**config.mk**
```make
export PLATFORM = sky130hd
export DESIGN_NAME = datapath_regs
export DESIGN_NICKNAME = d
export VERILOG_FILES = /design/src/rtl/datapath_regs.sv
export SDC_FILE = /design/constraint.sdc
export NUM_CORES = 1
export LEC_CHECK = 0
export CAP_MARGIN = 15
export CORE_UTILIZATION = 39
export DETAILED_ROUTE_END_ITERATION = 8
export DONT_BUFFER_PORTS = 1
export GPL_TIMING_DRIVEN = 1
export PLACE_DENSITY = 0.52
export REMOVE_ABC_BUFFERS = 1
export SYNTH_ARGS = -nofsm -noshare
export SYNTH_HDL_FRONTEND = slang
export SYNTH_SLANG_ARGS = --single-unit
```
**constraint.sdc**
```tcl
create_clock -name clk -period 7.3 [get_ports clk]
set_input_delay 0.73 -clock clk [delete_from_list [all_inputs] [get_ports clk]]
set_output_delay 0.73 -clock clk [all_outputs]
set_load 0.005 [all_outputs]
```
**src/rtl/datapath_regs.sv**
```systemverilog
`default_nettype none
// +--------------------------------------------------------------------------+
// | Module   : datapath_regs                                                 |
// | Purpose  : architectural register bank feeding and capturing the ALU.    |
// |            Optional macro ZFLAG_REG_EN makes z_flag a held register.     |
// | Revision : 1.0  initial release                                          |
// +--------------------------------------------------------------------------+
module datapath_regs #(
    parameter int               WIDTH    = 16,
    parameter logic [WIDTH-1:0] PC_RESET = 16'd0
) (
    input  logic             clk,
    input  logic             rst,
    input  logic [WIDTH-1:0] C_bus,
    input  logic             Z,
    input  logic [WIDTH-1:0] mem_data,
    input  logic [7:0]       write_en,
    input  logic [2:0]       inc_en,
    input  logic             load_mem,
    input  logic [2:0]       b_sel,
    output logic [WIDTH-1:0] A_bus,
    output logic [WIDTH-1:0] B_bus,
    output logic [WIDTH-1:0] addr,
    output logic [WIDTH-1:0] ir,
    output logic             z_flag
);

    localparam logic [WIDTH-1:0] c_one = {{(WIDTH-1){1'b0}}, 1'b1};

    logic [WIDTH-1:0] r_ac;
    logic [WIDTH-1:0] r_r1;
    logic [WIDTH-1:0] r_r2;
    logic [WIDTH-1:0] r_tr;
    logic [WIDTH-1:0] r_dr;
    logic [WIDTH-1:0] r_ar;
    logic [WIDTH-1:0] r_pc;
    logic [WIDTH-1:0] r_ir;

    // Plain write-only registers.
    always_ff @(posedge clk or posedge rst) begin
        if (rst) begin
            r_ac <= '0;
            r_r2 <= '0;
            r_tr <= '0;
            r_ir <= '0;
        end else begin
            if (write_en[0]) r_ac <= C_bus;
            if (write_en[2]) r_r2 <= C_bus;
            if (write_en[3]) r_tr <= C_bus;
            if (write_en[7]) r_ir <= C_bus;
        end
    end

    // Memory read data takes precedence over the ALU write-back.
    always_ff @(posedge clk or posedge rst) begin
        if (rst) begin
            r_dr <= '0;
        end else if (load_mem) begin
            r_dr <= mem_data;
        end else if (write_en[4]) begin
            r_dr <= C_bus;
        end
    end

    // Write-back wins over increment; increments wrap silently.
    always_ff @(posedge clk or posedge rst) begin
        if (rst) begin
            r_ar <= '0;
            r_pc <= PC_RESET;
            r_r1 <= '0;
        end else begin
            if (write_en[5])    r_ar <= C_bus;
            else if (inc_en[0]) r_ar <= r_ar + c_one;

            if (write_en[6])    r_pc <= C_bus;
            else if (inc_en[1]) r_pc <= r_pc + c_one;

            if (write_en[1])    r_r1 <= C_bus;
            else if (inc_en[2]) r_r1 <= r_r1 + c_one;
        end
    end

    always_comb begin
        B_bus = '0;
        case (b_sel)
            3'd0:    B_bus = r_dr;
            3'd1:    B_bus = r_r1;
            3'd2:    B_bus = r_r2;
            3'd3:    B_bus = r_tr;
            3'd4:    B_bus = r_pc;
            3'd5:    B_bus = r_ar;
            3'd6:    B_bus = r_ir;
            default: B_bus = '0;
        endcase
    end

    assign A_bus = r_ac;
    assign addr  = r_ar;
    assign ir    = r_ir;

`ifdef ZFLAG_REG_EN
    logic r_z;

    // Zero flag tracks the value most recently written into AC.
    always_ff @(posedge clk or posedge rst) begin
        if (rst) begin
            r_z <= 1'b0;
        end else if (write_en[0]) begin
            r_z <= Z;
        end
    end

    assign z_flag = r_z;
`else
    assign z_flag = Z;
`endif

endmodule
`default_nettype wire

```
; After elaboration in Yosys (flattened, before gate mapping)
; Cells that the tools add are included.
[classes]
muxes = 9
n_eq_ne = 6
n_reduce_logical = 5
addsub = 3
[ops]
columns = operator, n
row1 = two-way mux 16 bit, 8
row2 = one-hot mux 16 bit (7 select lines), 1
row3 = adder 16 x 1 -> 16 bit (second input constant), 3
row4 = equality test 3 bit (second input constant), 3
row5 = nonzero test 2 bit, 4
row6 = equality test 3 x 2 -> 1 bit (second input constant), 2
row7 = equality test 3 x 1 -> 1 bit (second input constant), 1
row8 = logical NOT 3 bit, 1
[totals]
ff_bits = 128
input_bits = 50
word_cells = 31

; Logic depth before layout (Yosys ltp)
[logic_depth]
word_depth = 3
ltp_mapped = 7

; Least setup slack after synthesis
; OpenSTA, ideal clock, no wires.
[synth_timing]
path_type = input-to-output
startpoint = input b_sel[1]
endpoint = output B_bus[2]
path_buffers = 2
path_slack_ns = 4.837
required_time_ns = 6.570
t_arrival_ns = 1.733
cell_stages = 6
cell_sequence = buf_6 > buf_6 > mux2_4 > a22oi_1 > o22ai_1 > a31o_2
[synth_between]
elab_chain_cells = 2
[synth_rtl]
columns = element, line_no
row1 = start: declaration, 20  ; input logic [2:0] b_sel,
row2 = "equality test 3 bit, or another cell as far along", 85  ; case (b_sel)
row3 = one-hot mux 16 bit (7 select lines) (*), 85
row4 = end: declaration, 22  ; output logic [WIDTH-1:0] B_bus,
; Mark *: on every way between the ends. The rest lies on a longest branch, timed or not.

; Final worst setup path
[layout_timing]
startpoint = input b_sel[1]
endpoint = output B_bus[9]
; Same word-level chain as after synthesis.

==> summary.md <==
| Metric | Value |
|---|---|
| Reg clk slew, reported paths | `~60 ps` |
| Area share of the largest cell type after synthesis | `0.4735` |
| Total GRT Usage | `0.2151` |
| Ports | `about 120` |
| Slew @ Worst Pin | `899.0 ps` |
| Antenna cells | `0` |
| Final WS setup | `around 4800 ps` |
| CP Data Required Time | `6570 ps` |
| Crit path capture type | `primary output` |
| Port Buffers | `0` |
| Antenna violation net count after detailed routing | `0` |
| Area contributors post-synth | `dfrtp_1 47%, mux2_2 14%, nand2_1 4.8%` |
| Register area share after synthesis | `0.4735` |
| Worst slack at placement | `slightly below 5000 ps` |
| Crit share post-route | `0.3439` |
| FFs w/ async S/R, synth | `1.000` |
| Hold crit path type | `primary input to async pin` |
| Maximum number of pins on one net before global-route repair | `72` |
| #FFs+latches synth | `approximately 130` |
| Startpoint Class | `primary input` |
| Ys flop type | `dfrtp_1` |
| Die H | `between 100 and 150 um` |
| Via density | `between 5 and 6` |
| Final setup fails | `0` |
| Clock skew | `~13 ps` |
| Drt drc | `0` |
| Setup TNS Final | `0 ps` |
| Hold WS | `about 220 ps` |
| Synth warn | `0` |
| Max_cap viols | `0` |
| NumNets Final | `645` |
| CP Max Fanout | `37` |
| Mean Syn Cell Area | `11.03 um^2` |
| Placer Congestion | `between 0.8 and 0.9` |
| Routed wire length per instance | `about 22 um` |
| Most common cell in the netlist | `dfrtp_1` |
| First-pass DRT Iterations | `4` |
| Resized cells post-CTS | `0` |
| RSZ-0062 raised after global routing | `no` |
| Detailed Route Iter0 Violations | `between 200 and 300` |
| CTS tree | `yes` |
| Vias in the first global route | `4654` |
| Htree depth | `4` |
| Area growth from synthesis to layout | `10.67%` |
| Leading area contributor after synthesis | `dfrtp_1` |
| Hpwl dp | `12.69 mm` |
| Fmax | `between 0.3 and 0.4 GHz` |
| Slew Limit Fails | `0` |
| Syn Inst Count | `613` |
| Initial antenna violation count | `0` |
| Die area | `between 15000 and 20000 um^2` |
| Post-Route WL | `~18 mm` |
| Via count | `between 4000 and 5000` |
| Cts hold-fix bufs | `0` |
| Worst endpoint data arrival time | `1780 ps` |
| Clock latency on the worst-skew pair | `420 ps` |
| Root Buffer | `clkbuf_16` |
| Fraction of layout instances using a drive strength above 1 | `0.2331` |
| Status | `complete, no violations` |
| Clk sinks | `128` |
| First-pass GRT wire length | `28.57 mm` |
| Relative slew margins | `0.4007` |
| TritonCTS Buffers | `17` |
| Total power | `about 2.0 mW` |
| Site Rows | `between 40 and 50` |
| Peak VDD IR | `approximately 0.16 mV` |
| Final min period | `roughly 2500 ps` |
| Synth cell count leaders | `128 x dfrtp_1, 86 x nand2_1, 83 x mux2_2` |
| Crit Path Class | `primary input to primary output` |
| Netlist cell types | `41` |
| GRT overflow | `0` |
| DIE WIDTH | `~130 um` |
| Post-synth EDFFs | `0` |
| Final Util | `0.4467` |
| Final hold violation count | `0` |
| Placeable core region | `~17000 um^2` |
| CTS Buffer Depth | `2` |
| Number of setup buffers added after CTS | `0` |
| Leakage | `2.995 nW` |
| Initial Util | `0.4036` |
| Pwr Density | `263.9 nW/um^2` |
| Mapped Area | `6764 um^2` |
cell type report:
cell class | count | area, um^2
clock inverter | 12 | 182.7
tap | 220 | 275.3
fill | 1541 | 9274
multi-input combinational | 436 | 3326
timing repair buffer | 1 | 7.507
clock buffer | 20 | 456.7
sequential | 128 | 3203
inverter | 8 | 35.03
placed cells by master (no fill, tap or decap), drive strengths merged:
master / Yosys / layout
a211o: 1 / 1
a21oi: 2 / 2
a22oi: 8 / 8
a311o: 2 / 2
a31o: 3 / 3
a31oi: 1 / 1
and3: 3 / 3
and4: 2 / 2
buf: 21 / 1
bufinv: 0 / 4
clkbuf: 20 / 20
clkinv: 0 / 4
clkinvlp: 0 / 3
dfrtp: 128 / 128
ha: 3 / 3
inv: 8 / 9
mux2: 84 / 84
mux2i: 32 / 32
mux4: 11 / 11
nand2: 86 / 86
nand3: 16 / 16
nand4: 23 / 23
nor2: 16 / 16
nor2b: 5 / 5
nor3: 10 / 10
nor4: 11 / 11
o21a: 1 / 1
o21ai: 69 / 69
o221ai: 2 / 2
o22ai: 3 / 3
xnor2: 26 / 26
xor2: 16 / 16
per-layer routing:
metal | track usage | share of wire
met1 | 0.2901 | 0.44
met2 | 0.3411 | 0.50
met3 | 0.04566 | 0.050
met4 | 0.07702 | 0.0097
met5 | 0 | 0
where the power goes:
part	internal [mW]	switching, mW
registers	0.780	0.0865
clock network	0.591	0.324
logic	0.113	0.0810
final timing paths:
kind	startpoint	end	slack (ps)	cells past startpoint
worst min register to register	r_tr[0]	r_tr[0]	500	1
worst max-delay path	b_sel[1]	B_bus[9]	4790	4
min in group clk	write_en[5]	addr[15]	390	1
worst min-delay path	rst	A_bus[0]	220	1
worst max register to register	r_pc[0]	r_pc[12]	5600	5
max in group asynchronous	rst	r_tr[2]	5730	2
cell families (layout without fill, tap and decap cells):
family          count (synthesis)  count (layout)  synth area share
simple gates                  172             172            0.1299
flops                         128             128            0.4735
mux                           127             127            0.2244
compound gates                 92              92           0.07751
buf+inv                        49              41           0.03478
xor+xnor                       42              42           0.05438
fa+ha+maj                       3               3          0.005550
sequential cells by signal, summed over array words and instances (netlist names):
signal	count
ir	16
r_r2	16
r_tr	16
r_dr	16
r_pc	16
r_r1	16
A_bus	16
addr	16
through the flow:
| stage | instance area, um^2 | cells |
|---|---|---|
| after floorplan | 6559 | 572 |
| after global placement | 6847 | 793 |
| after detailed placement | 6847 | 793 |
| after CTS | 7486 | 825 |
| after global routing | 7486 | 825 |
| final | 7486 | 825 |
critical path, cell delays in order:
cell     delay (ps)
nor2b_1         590
nand2_1         120
o21ai_0         120
mux2_2          200
No activity file was read; power rests on OpenSTA's default activity.
